## src/rtl/fetch_controller_pkg.sv

```systemverilog
// Shared types and constants for the instruction-fetch controller.
// PC-source select encoding is {jump, branch}.
package fetch_controller_pkg;

  localparam logic [1:0] PCSEL_SEQ = 2'b00;
  localparam logic [1:0] PCSEL_BR  = 2'b01;
  localparam logic [1:0] PCSEL_JMP = 2'b10;

  typedef enum logic [1:0] {
    S_INIT,
    S_REQ,
    S_STALL,
    S_ERR
  } state_t;

  function automatic logic [1:0] pulse_sel(
    input logic branch,
    input logic jump
  );
    if (jump)
      return PCSEL_JMP;
    else if (branch)
      return PCSEL_BR;
    else
      return PCSEL_SEQ;
  endfunction

endpackage

```

## src/rtl/fetch_controller_if.sv

```systemverilog
// Fetch-control bundle between hazard/branch logic,
// instruction memory, PC and the IF/ID register.
interface fetch_controller_if #(
  parameter int CNT_W = 16
);

  logic             branch;
  logic             jump;
  logic             hazard_stall;
  logic             imem_ack;
  logic             imem_req;
  logic             pc_write_enable;
  logic [1:0]       pc_src_sel;
  logic             ifid_write;
  logic             ifid_flush;
  logic             fetch_valid;
  logic             fetch_timeout;
  logic [CNT_W-1:0] stall_cycles;

  modport master (
    input  branch,
    input  jump,
    input  hazard_stall,
    input  imem_ack,
    output imem_req,
    output pc_write_enable,
    output pc_src_sel,
    output ifid_write,
    output ifid_flush,
    output fetch_valid,
    output fetch_timeout,
    output stall_cycles
  );

  modport slave (
    output branch,
    output jump,
    output hazard_stall,
    output imem_ack,
    input  imem_req,
    input  pc_write_enable,
    input  pc_src_sel,
    input  ifid_write,
    input  ifid_flush,
    input  fetch_valid,
    input  fetch_timeout,
    input  stall_cycles
  );

endinterface

```

## src/rtl/fetch_controller_redirect_latch.sv

```systemverilog
// One-entry pending-redirect holder; a same-cycle pulse
// overrides the stored entry, jump beats branch.
module redirect_latch
  import fetch_controller_pkg::*;
(
  input  logic       clk,
  input  logic       rst,
  input  logic       branch,
  input  logic       jump,
  input  logic       load,
  input  logic       clear,
  output logic       valid,
  output logic [1:0] sel
);

  logic       pend_valid;
  logic [1:0] pend_sel;
  logic       pulse;

  assign pulse = branch | jump;

  always_ff @(posedge clk) begin
    if (rst || clear) begin
      pend_valid <= 1'b0;
      pend_sel   <= PCSEL_SEQ;
    end else if (load && pulse) begin
      pend_valid <= 1'b1;
      pend_sel   <= pulse_sel(branch, jump);
    end
  end

  assign valid = pulse | pend_valid;
  assign sel   = pulse ? pulse_sel(branch, jump)
                       : pend_sel;

endmodule

```

## src/rtl/fetch_controller.sv

```systemverilog
// Instruction-fetch sequencer: req/ack to imem, PC load
// and source select, IF/ID write/flush, redirect holding.
module fetch_controller
  import fetch_controller_pkg::*;
#(
  parameter int ACK_TIMEOUT = 16,
  parameter int CNT_W       = 16
) (
  input  logic         clk,
  input  logic         rst,
  fetch_controller_if.master bus
);

  localparam int WAIT_W = $clog2(ACK_TIMEOUT + 1);
  localparam logic [WAIT_W-1:0] WAIT_LAST =
    WAIT_W'(ACK_TIMEOUT - 1);

  state_t            state;
  state_t            state_nx;
  logic [WAIT_W-1:0] wait_cnt;
  logic [CNT_W-1:0]  stall_cnt;
  logic              timeout_q;

  logic       redir_valid;
  logic [1:0] redir_sel;
  logic       lat_load;
  logic       lat_clr;
  logic       wait_clr;
  logic       wait_inc;
  logic       timeout_set;

  logic       req;
  logic       pc_we;
  logic [1:0] src_sel;
  logic       ifid_w;
  logic       flush;
  logic       fvalid;

  redirect_latch u_latch (
    .clk    (clk),
    .rst    (rst),
    .branch (bus.branch),
    .jump   (bus.jump),
    .load   (lat_load),
    .clear  (lat_clr),
    .valid  (redir_valid),
    .sel    (redir_sel)
  );

  always_comb begin
    state_nx    = state;
    req         = 1'b0;
    pc_we       = 1'b0;
    src_sel     = PCSEL_SEQ;
    ifid_w      = 1'b0;
    flush       = 1'b0;
    fvalid      = 1'b0;
    lat_load    = 1'b0;
    lat_clr     = 1'b0;
    wait_clr    = 1'b0;
    wait_inc    = 1'b0;
    timeout_set = 1'b0;
    unique case (state)
      S_INIT: begin
        state_nx = S_REQ;
        wait_clr = 1'b1;
      end
      S_REQ: begin
        req = 1'b1;
        if (bus.imem_ack) begin
          wait_clr = 1'b1;
          if (redir_valid) begin
            flush   = 1'b1;
            pc_we   = 1'b1;
            src_sel = redir_sel;
            lat_clr = 1'b1;
          end else if (bus.hazard_stall) begin
            state_nx = S_STALL;
          end else begin
            fvalid = 1'b1;
            ifid_w = 1'b1;
            pc_we  = 1'b1;
          end
        end else begin
          lat_load = 1'b1;
          if (wait_cnt == WAIT_LAST) begin
            timeout_set = 1'b1;
            state_nx    = S_ERR;
          end else begin
            wait_inc = 1'b1;
          end
        end
      end
      S_STALL: begin
        req      = 1'b1;
        wait_clr = 1'b1;
        // A redirect overrides the stall without needing an ack.
        if (redir_valid) begin
          flush    = 1'b1;
          pc_we    = 1'b1;
          src_sel  = redir_sel;
          lat_clr  = 1'b1;
          state_nx = S_REQ;
        end else if (!bus.hazard_stall) begin
          state_nx = S_REQ;
          if (bus.imem_ack) begin
            fvalid = 1'b1;
            ifid_w = 1'b1;
            pc_we  = 1'b1;
          end
        end
      end
      S_ERR: begin
        state_nx = S_ERR;
      end
      default: begin
        state_nx = S_INIT;
      end
    endcase
  end

  always_ff @(posedge clk) begin
    if (rst) begin
      state     <= S_INIT;
      wait_cnt  <= '0;
      timeout_q <= 1'b0;
      stall_cnt <= '0;
    end else begin
      state <= state_nx;
      if (wait_clr)
        wait_cnt <= '0;
      else if (wait_inc)
        wait_cnt <= wait_cnt + 1'b1;
      if (timeout_set)
        timeout_q <= 1'b1;
      if (!pc_we && (state == S_REQ || state == S_STALL)
          && stall_cnt != '1)
        stall_cnt <= stall_cnt + 1'b1;
    end
  end

  assign bus.imem_req        = req;
  assign bus.pc_write_enable = pc_we;
  assign bus.pc_src_sel      = src_sel;
  assign bus.ifid_write      = ifid_w;
  assign bus.ifid_flush      = flush;
  assign bus.fetch_valid     = fvalid;
  assign bus.fetch_timeout   = timeout_q;
  assign bus.stall_cycles    = stall_cnt;

endmodule

```

## src/flat_wrapper.sv

```systemverilog
// flat-port wrapper written by rule: the top's interface ports become plain ports
module fetch_controller_flat import fetch_controller_pkg::*;
#(
  parameter int ACK_TIMEOUT = 16,
  parameter int CNT_W       = 16
)
  (clk, rst, bus_branch, bus_jump, bus_hazard_stall, bus_imem_ack, bus_imem_req, bus_pc_write_enable, bus_pc_src_sel, bus_ifid_write, bus_ifid_flush, bus_fetch_valid, bus_fetch_timeout, bus_stall_cycles);
  fetch_controller_if #(.CNT_W(CNT_W)) bus_i ();
  input  logic clk;
  input  logic rst;
  input wire logic [$bits(bus_i.branch)-1:0] bus_branch;
  input wire logic [$bits(bus_i.jump)-1:0] bus_jump;
  input wire logic [$bits(bus_i.hazard_stall)-1:0] bus_hazard_stall;
  input wire logic [$bits(bus_i.imem_ack)-1:0] bus_imem_ack;
  output wire logic [$bits(bus_i.imem_req)-1:0] bus_imem_req;
  output wire logic [$bits(bus_i.pc_write_enable)-1:0] bus_pc_write_enable;
  output wire logic [$bits(bus_i.pc_src_sel)-1:0] bus_pc_src_sel;
  output wire logic [$bits(bus_i.ifid_write)-1:0] bus_ifid_write;
  output wire logic [$bits(bus_i.ifid_flush)-1:0] bus_ifid_flush;
  output wire logic [$bits(bus_i.fetch_valid)-1:0] bus_fetch_valid;
  output wire logic [$bits(bus_i.fetch_timeout)-1:0] bus_fetch_timeout;
  output wire logic [$bits(bus_i.stall_cycles)-1:0] bus_stall_cycles;
  assign bus_i.branch = bus_branch;
  assign bus_i.jump = bus_jump;
  assign bus_i.hazard_stall = bus_hazard_stall;
  assign bus_i.imem_ack = bus_imem_ack;
  assign bus_imem_req = bus_i.imem_req;
  assign bus_pc_write_enable = bus_i.pc_write_enable;
  assign bus_pc_src_sel = bus_i.pc_src_sel;
  assign bus_ifid_write = bus_i.ifid_write;
  assign bus_ifid_flush = bus_i.ifid_flush;
  assign bus_fetch_valid = bus_i.fetch_valid;
  assign bus_fetch_timeout = bus_i.fetch_timeout;
  assign bus_stall_cycles = bus_i.stall_cycles;
  fetch_controller #(.ACK_TIMEOUT(ACK_TIMEOUT), .CNT_W(CNT_W)) u_core (.clk(clk), .rst(rst), .bus(bus_i));
endmodule
```

## config.mk

```make
export PLATFORM = sky130hd
export DESIGN_NAME = fetch_controller_flat
export DESIGN_NICKNAME = d
export VERILOG_FILES = /design/src/rtl/fetch_controller_pkg.sv /design/src/rtl/fetch_controller_if.sv /design/src/rtl/fetch_controller_redirect_latch.sv /design/src/rtl/fetch_controller.sv /design/src/flat_wrapper.sv
export SDC_FILE = /design/constraint.sdc
export NUM_CORES = 1
export LEC_CHECK = 0
export CAP_MARGIN = 20
export CORE_UTILIZATION = 50
export CTS_CLUSTER_DIAMETER = 100
export DETAILED_ROUTE_END_ITERATION = 10
export PLACE_DENSITY = 0.77
export SLEW_MARGIN = 40
export SYNTH_ARGS = -nofsm -noshare
export SYNTH_HDL_FRONTEND = slang
export SYNTH_SLANG_ARGS = --single-unit
```

## constraint.sdc

```tcl
create_clock -name clk -period 4.83 [get_ports clk]
set_input_delay 0.966 -clock clk [delete_from_list [all_inputs] [get_ports clk]]
set_output_delay 0.966 -clock clk [all_outputs]
set_load 0.03 [all_outputs]
```

# Yosys cells after proc, flatten, opt, wreduce, memory -nomap -nowiden
# Cells that the tools add are included.
# Widths: inputs -> output; s select.
# totals
register_bits	27
in_bits	6
out_inout_bits	24
# op_classes
n_addsub	2
eq_ne	9
muxes	37
bitwise	2
n_reduce_logical	11
# ops
cell	count
$mux 1	21
$mux 2	10
$add 16x1->16 const B	1
$ne 16x16->1 const B	1
$pmux 1 s2	4
$pmux 2 s4	1
$ne 3x2->1 const B	2
$ne 3x3->1 const B	2
$reduce_or 2->1	3
$add 5x1->5 const B	1
$eq 5x4->1 const B	1
$eq 2x2->1 const B	2
$pmux 2 s2	1
$reduce_and 4->1	1
$logic_and 1x1->1	3
$eq 2x1->1 const B	1
$logic_not 2->1	1
$logic_or 1x1->1	2
$or 1x1->1	2
$logic_not 1->1	1

# Longest topological paths before layout
# Gate-level depths: netlist of the first run.
# depth
word_depth	8
ltp_mapped	9
depth_no_buf	7

# Cells and area by module
# Synthesis of the first run repeated with hierarchy kept, for this count alone.
# hier_totals
hier_cells	170
area_unflattened_um2	1437.6
# by_module_without_submodules
mod	n_inst	cells_each	area_per_inst_um2	seq_area_each_um2
fetch_controller	1	154	1291.2	480.5
redirect_latch	1	16	146.4	60.1

# Least setup slack after synthesis of the first run
# OpenSTA, ideal clock, no wires.
# synth_timing
kind	input to output
start	in bus_imem_ack
end	out bus_pc_src_sel[0]
arrival_ns	2.185
required_time_ns	3.864
slack_ns	1.679
stages	4
path_buffers	0
cell_sequence	nand2_1 nand2b_1 nand2_1 nor4_1
# synth_between
elab_chain_len	2
# synth_rtl
element	line	rtl
start, declared	flat_wrapper.sv:14	input wire logic [$bits(bus_i.imem_ack)-1:0] bus_imem_ack;
$mux 2	fetch_controller.sv:70	if (bus.imem_ack) begin
$pmux 2 s2	fetch_controller.sv:63	unique case (state)
end, declared	flat_wrapper.sv:17	output wire logic [$bits(bus_i.pc_src_sel)-1:0] bus_pc_src_sel;
# No other way between the ends.

# Worst setup path in the final report of the first run
# layout_timing
start	in bus_jump
end	out bus_fetch_valid
# layout_between
elab_chain_len	5
# layout_rtl
element	line	rtl
start, declared	flat_wrapper.sv:12	input wire logic [$bits(bus_i.jump)-1:0] bus_jump;
$or 1x1->1 (*)	fetch_controller_redirect_latch.sv:20	assign pulse = branch | jump;
$or 1x1->1 (*)	fetch_controller_redirect_latch.sv:32	assign valid = pulse | pend_valid;
$mux 1	fetch_controller.sv:72	if (redir_valid) begin
$mux 1	fetch_controller.sv:70	
$pmux 1 s2 (*)	fetch_controller.sv:63	
end, declared	flat_wrapper.sv:20	output wire logic [$bits(bus_i.fetch_valid)-1:0] bus_fetch_valid;
# Every way passes the cells marked *; elsewhere a longest branch is shown, timed or not.

==> metrics.yaml, run 1 <==
timing:
  worst_slew_pin_slew_ns: 0.622
  hold_slack_ns: 0.494
  rsz0062_at_grt: "no"
  max_freq_mhz: 261
  maxSlewHeadroom_pct: 58.5
  skew_ns: 0.00399
  min_period_over_period_pct: 79.2
  period_needed_ns: 3.83
  final_hold_viol_count: 0
  setup_ws_ns: 1.00
  finalSetupViolCount: 0
  tns_ns: 0
  drv_slew: 0
detailed_routing:
  wl_per_cell_um: 13.6
  route.detailed.drc: 1
  ant_nets: 0
  vias: 1404
  top_layer: "met4"
  drt_iter0_markers: 65
  viasPerCell: 5.97
  wl_met2_um: 1590
  finalWirelength_um: 3190
  dr_wl_met3_um: 120
  dr.pass1.iters: 7
  wl_met1_um: 1450
power_and_ir_drop:
  switching_share_pct: 32.4
  p_leak_uw: 0.000629
  p_clk_share_pct: 23.5
  powerDensity_mw_per_mm2: 241
  irDropWorstVdd_v: 0.000158
  seq_power_share_pct: 53.8
  switching_power_uw: 144
  p_int_uw: 300
  comb_power_share_pct: 22.7
run_status:
  status: "complete, but fails checks"
  violations: "DRC"
clocking:
  h-tree-depth: 1
  clk_latency_ns: 0.33
  numCtsBuffers: 3
  numClockSinks: 27
  clk_pin_slew_ns: 0.16
  ctsLongestPathBuffers: 2
  postCtsHoldBufs: 0
  cts_tree: "yes"
  post_cts_buffers: 0
  clockRootBuffer: "clkbuf_4"
  cts_resized: 0
synth:
  synth_edf_count: 0
  netlist.area_leader.share_pct: 34.9
  yosys_most_used_dff: "dfxtp_1"
  yosys.area.top_type: "dfxtp_1"
  synth_fp_nets: 194
  yosysWarnings: 0
  synth.distinct_cells: 48
  syn_inst: 181
  avgSynthCellArea_um2: 8.55
  yosysSeqAreaShare_pct: 34.9
  syn_area_mm2: 0.00155
  ys_ff_latch: 27
  postSynth.asyncResetShare_pct: 0
  yosys-top-cells-area: "dfxtp_1 35%, a21oi_1 6.1%, ha_1 5.7%, nor2_1 3.9%, nand3_1 2.6%"
layout:
  nets: 218
  diodes: 0
  layout_common_cells: "28 x clkdlybuf4s50_1, 27 x dfxtp_1, 19 x a21oi_1, 16 x nor2_1, 10 x nand2_1"
  num-fill-cells: 253
  final_common_cell: "clkdlybuf4s50_1"
  area.growth.synth_to_final_pct: 19.0
  drive_gt1_share_pct: 8.82
grt:
  track_usage_pct: 21.3
  grt_pass1_vias: 1356
  antenna_found_initial: 0
  grt.overflow.total: 0
  grt_max_degree: 29
  grt_pass1_wl_um: 5640
setup_path:
  r2r_start: "u_core.state[0]"
  ff2ff_path_depth: 6
  crit_type: "input pin to output port"
  crit_start: "bus_jump"
  endpoint_kind: "output port"
  cp-start-kind: "input pin"
  r2r_slack_ns: 2.72
  cp_max_fo: 9
  critical_path_required_ns: 3.86
  arrival_ns: 2.86
die:
  die-area_mm2: 0.00332
  die_y_um: 57.6
  die_x_um: 57.6
  ios: 30
  start_util_pct: 54.3
  coreArea_mm2: 0.00285
  row_count: 19
placement:
  port_buffers: 29
  pre_cts_ws_ns: 1.01
  dp_hpwl_um: 2320
  gp_congestion: 0.854
hold_path:
  hp-class: "flip-flop to flip-flop"
  hp-start: "u_core.bus.fetch_timeout"
  whs_path_depth: 2
job:
  cap_violations: 0
[area by class of cell]
class	instances	area, um2	share of cell area [%]
timing repair buffer	29	285	15.5
clock buffer	3	22.5	1.22
inverter	5	18.8	1.02
sequential	27	541	29.3
tap	31	38.8	2.11
clock inverter	1	7.51	0.408
multi-input combinational	139	928	50.4
[metrics by stage]
stage                     utilization [%]  power, uW  area, um2  std cells
after detailed placement             63.5        345       1810        231
final                                64.6        444       1840        235
after floorplan                         -        321       1550        181
after global placement               63.7        341       1820        231
after global routing                 64.6        465       1840        235
after CTS                            64.6        446       1840        235
[worst paths after layout]
kind / endpoint
max reg2reg: u_core.bus.stall_cycles[13]
min reg2reg: u_core.bus.fetch_timeout
max: bus_fetch_valid
min: u_core.bus.fetch_timeout
[critical path, stage by stage]
cell and delay [ns]:
clkdlybuf4s50_1 0.53, nor3_4 0.40, and4bb_2 0.30, clkdlybuf4s50_1 0.67
[logic make-up (layout without fill, tap and decap cells)]
group,count (synthesis),count (layout),share of synthesized area [%]
simple gates,86,86,34.2
compound gates,38,38,14.9
flops,27,27,34.9
buf+inv,15,38,5.09
fa+ha+maj,7,7,5.66
mux,5,5,3.56
xor+xnor,3,3,1.70
[metal layers]
metal	track usage, %	up-vias
met5	0	-
met4	9.41	0
met3	2.68	4
met2	38.2	40
met1	25.4	653
li1	-	707
[Yosys cell counts (5+ instances only)]
cell and instances:
nand2_1 10, nor3_1 6, or4_1 5, nand3_1 8
nor2b_1 6, inv_1 5, a21oi_1 19, nor2_1 16
ha_1 7, o31ai_1 5, nand4_1 6, o21ai_0 5
dfxtp_1 27
[power by group through the flow]
stage,sequential [uW],combinational [uW],clock (uW)
6_report,239,101,104
3_5_place_dp,244,101,0
2_1_floorplan,248,72.8,0
5_1_grt,241,110,113
3_3_place_gp,243,97.8,0
4_1_cts,239,101,106
[state kept, by name, indices dropped and copies added (netlist names)]
register / flops
u_core.bus.stall_cycles: 16
u_core.state: 2
u_core.u_latch.pend_valid: 1
u_core.wait_cnt: 5
u_core.u_latch.pend_sel: 2
u_core.bus.fetch_timeout: 1
(Power assumes the default switching activity.)
==> run 2, diff against run 1 <==
CORE_UTILIZATION = 46   (was 50)
PLACE_DENSITY = 0.75   (was 0.77)
clock period = 3.5 ns   (was 4.83 ns; I/O delays follow)
==> run 2 against run 1 <==
Effect of this change: the run now ends clean; clock-buffer cell count grew 1; cell area grew 1.1%; total power grew 38%; flip-flop and latch count is the same; cell count grew 6.0%; critical path depth is the same; utilization shrank 5.0 points; setup slack lost 0.82 ns; highest routed layer unchanged.
==> metrics.yaml, run 2 (synthesized netlist as in run 1, its figures left out) <==
timing:
  finalSetupViolCount: 0  # unchanged
  maxSlewHeadroom_pct: 55.1  # was 58.5%
  drv_slew: 0  # unchanged
  max_freq_mhz: 301
  tns_ns: 0  # unchanged
  period_needed_ns: 3.32
  skew_ns: 0.00495  # was 0.00399 ns
  final_hold_viol_count: 0  # unchanged
  worst_slew_pin_slew_ns: 0.672  # was 0.622 ns
  min_period_over_period_pct: 94.8
  rsz0062_at_grt: "no"  # unchanged
clocking:
  numCtsBuffers: 3  # unchanged
  post_cts_buffers: 0  # unchanged
  clk_pin_slew_ns: 0.15  # was 0.16 ns
  ctsLongestPathBuffers: 2  # unchanged
  clk_latency_ns: 0.33  # about the same
  h-tree-depth: 1  # unchanged
  clockRootBuffer: "clkbuf_4"  # unchanged
  postCtsHoldBufs: 0  # unchanged
  cts_resized: 0  # unchanged
  cts_tree: "yes"  # unchanged
  numClockSinks: 27  # unchanged
run_status:
  status: "finished clean"  # was complete, but fails checks
grt:
  track_usage_pct: 20.4  # was 21.3%
  grt.overflow.total: 0  # unchanged
  grt_max_degree: 29  # unchanged
  grt_pass1_vias: 1276  # was 1356
  top_usage_layer: "met2"  # unchanged
  grt_pass1_wl_um: 5580  # was 5640 um
  grt_use_met1_pct: 25.8  # was 25.4%
  grt.met2_usage_pct: 35.1  # was 38.2%
  grt_use_met3_pct: 2.60  # was 2.68%
  antenna_found_initial: 0  # unchanged
detailed_routing:
  route.detailed.drc: 0  # was 1
  viasPerCell: 5.74  # was 5.97
  wl_per_cell_um: 13.6  # about the same
  finalWirelength_um: 3380  # was 3190 um
  drt_iter0_markers: 47  # was 65
  dr.pass1.iters: 5  # was 7
  ant_nets: 0  # unchanged
  vias: 1430  # was 1404
placement:
  placed_cell_area_mm2: 0.00184  # was 0.00181 mm2
  dp_hpwl_um: 2440  # was 2320 um
  port_buffers: 29  # unchanged
  gp_congestion: 0.838  # was 0.854
power_and_ir_drop:
  power_uw: 611  # was 444 uW
  p_int_uw: 416  # was 300 uW
  p_clk_share_pct: 22.7  # was 23.5%
  powerDensity_mw_per_mm2: 328  # was 241 mW/mm2
  comb_power_share_pct: 23.2  # was 22.7%
  seq_power_share_pct: 54.1  # was 53.8%
  irDropWorstVdd_v: 0.000164  # was 0.000158 V
  p_leak_uw: 0.000635  # was 0.000629 uW
  switching_power_uw: 195  # was 144 uW
  switching_share_pct: 31.9  # was 32.4%
hold_path:
  min_to: "u_core.bus.stall_cycles[5]"  # was u_core.bus.fetch_timeout
  hp-class: "flip-flop to flip-flop"  # unchanged
  whs_path_depth: 2  # unchanged
  hp-start: "u_core.bus.stall_cycles[5]"  # was u_core.bus.fetch_timeout
layout:
  layout_common_cells: "28 x clkdlybuf4s50_1, 27 x dfxtp_1, 19 x a21oi_1, 16 x nor2_1, 10 x nand2_1"  # unchanged
  nets: 219  # was 218
  num-fill-cells: 286  # was 253
  drive_gt1_share_pct: 8.78  # was 8.82%
  final_area_mm2: 0.00186  # was 0.00184 mm2
  final_common_cell: "clkdlybuf4s50_1"  # unchanged
  area.growth.synth_to_final_pct: 20.3  # was 19.0%
  largest_register_ff_count: 16  # unchanged
  diodes: 0  # unchanged
setup_path:
  critPathSlowestCell: "clkdlybuf4s50_1"  # unchanged
  crit_chain: "clkdlybuf4s50_1 -> nor3_4 -> and4bb_2 -> clkdlybuf4s50_1"  # unchanged
  crit_path_frequent_cell: "clkdlybuf4s50_1"  # unchanged
  r2r_slack_ns: 1.32  # was 2.72 ns
  cp-start-kind: "input pin"  # unchanged
  ff2ff_path_depth: 6  # unchanged
  timing.rr.end: "u_core.bus.stall_cycles[13]"  # unchanged
  r2r_start: "u_core.state[0]"  # unchanged
  arrival_ns: 2.62  # was 2.86 ns
  crit_type: "input pin to output port"  # unchanged
  cp_max_fo: 9  # unchanged
  critical_path_required_ns: 2.80  # was 3.86 ns
  cpPeakStageDelay_ns: 0.68  # was 0.67 ns
  endpoint_kind: "output port"  # unchanged
die:
  die-area_mm2: 0.00360  # was 0.00332 mm2
  row_count: 20  # was 19
  start_util_pct: 49.5  # was 54.3%
  die_x_um: 60.0  # was 57.6 um
  ios: 30  # unchanged
  coreArea_mm2: 0.00313  # was 0.00285 mm2
  die_y_um: 60.0  # was 57.6 um
job:
  cap_violations: 0  # unchanged
[run 2: changes by cell type in the layout (fill, tap and decap cells not counted)]
cell / delta
buf_4: +1
clkbuf_1: +1
clkinvlp_4: -1
[run 2: critical path: cells and delay by family]
kind / cells / cell delay (ns)
buf+inv: 2 / 1.21
simple gates: 2 / 0.70
[run 2: final cells by class]
type	instances	area [um2]	share of cell area, %
clock buffers	4	26.3	1.41
inverters	5	18.8	1.01
multi-input cells	139	928	49.9
flip-flops and latches	27	541	29.0
well taps	44	55.1	2.96
repair buffers	30	293	15.7
[run 2: per-stage QoR]
| step | instances | hold WS (ns) | worst slack, ns | util [%] |
|---|---|---|---|---|
| after floorplan | 181 | 0.472 | 0.715 | - |
| after global placement | 245 | 0.458 | 0.221 | 58.8 |
| after detailed placement | 245 | 0.477 | 0.195 | 58.7 |
| after CTS | 249 | 0.505 | 0.192 | 59.5 |
| after global routing | 249 | 0.542 | 0.116 | 59.5 |
| final | 249 | 0.501 | 0.181 | 59.5 |
[run 2: worst max-delay path by stage]
| stage | slack (ns) | to | depth (start not counted) | startpoint |
|---|---|---|---|---|
| detailed placement | 0.19 | bus_ifid_write | 4 | bus_jump |
| floorplan | 0.72 | bus_pc_src_sel[0] | 4 | u_core.state[0] |
| finish | 0.18 | bus_fetch_valid | 4 | bus_jump |
| global placement | 0.22 | bus_ifid_write | 4 | bus_jump |
| global route | 0.12 | bus_fetch_valid | 4 | bus_jump |
| CTS | 0.19 | bus_fetch_valid | 4 | bus_jump |
[run 2: routing by layer]
layer	vias to the layer above	routed length [um]
met1	681	1540
met2	40	1670
met5	-	0
met4	0	45
li1	704	-
met3	5	118
[run 2: power by group through the flow]
stage | clock (uW) | sequential, uW | combinational (uW)
after detailed placement | 0 | 337 | 141
after CTS | 145 | 331 | 142
after global placement | 0 | 337 | 137
final | 139 | 331 | 142
after global routing | 155 | 333 | 155
after floorplan | 0 | 342 | 101
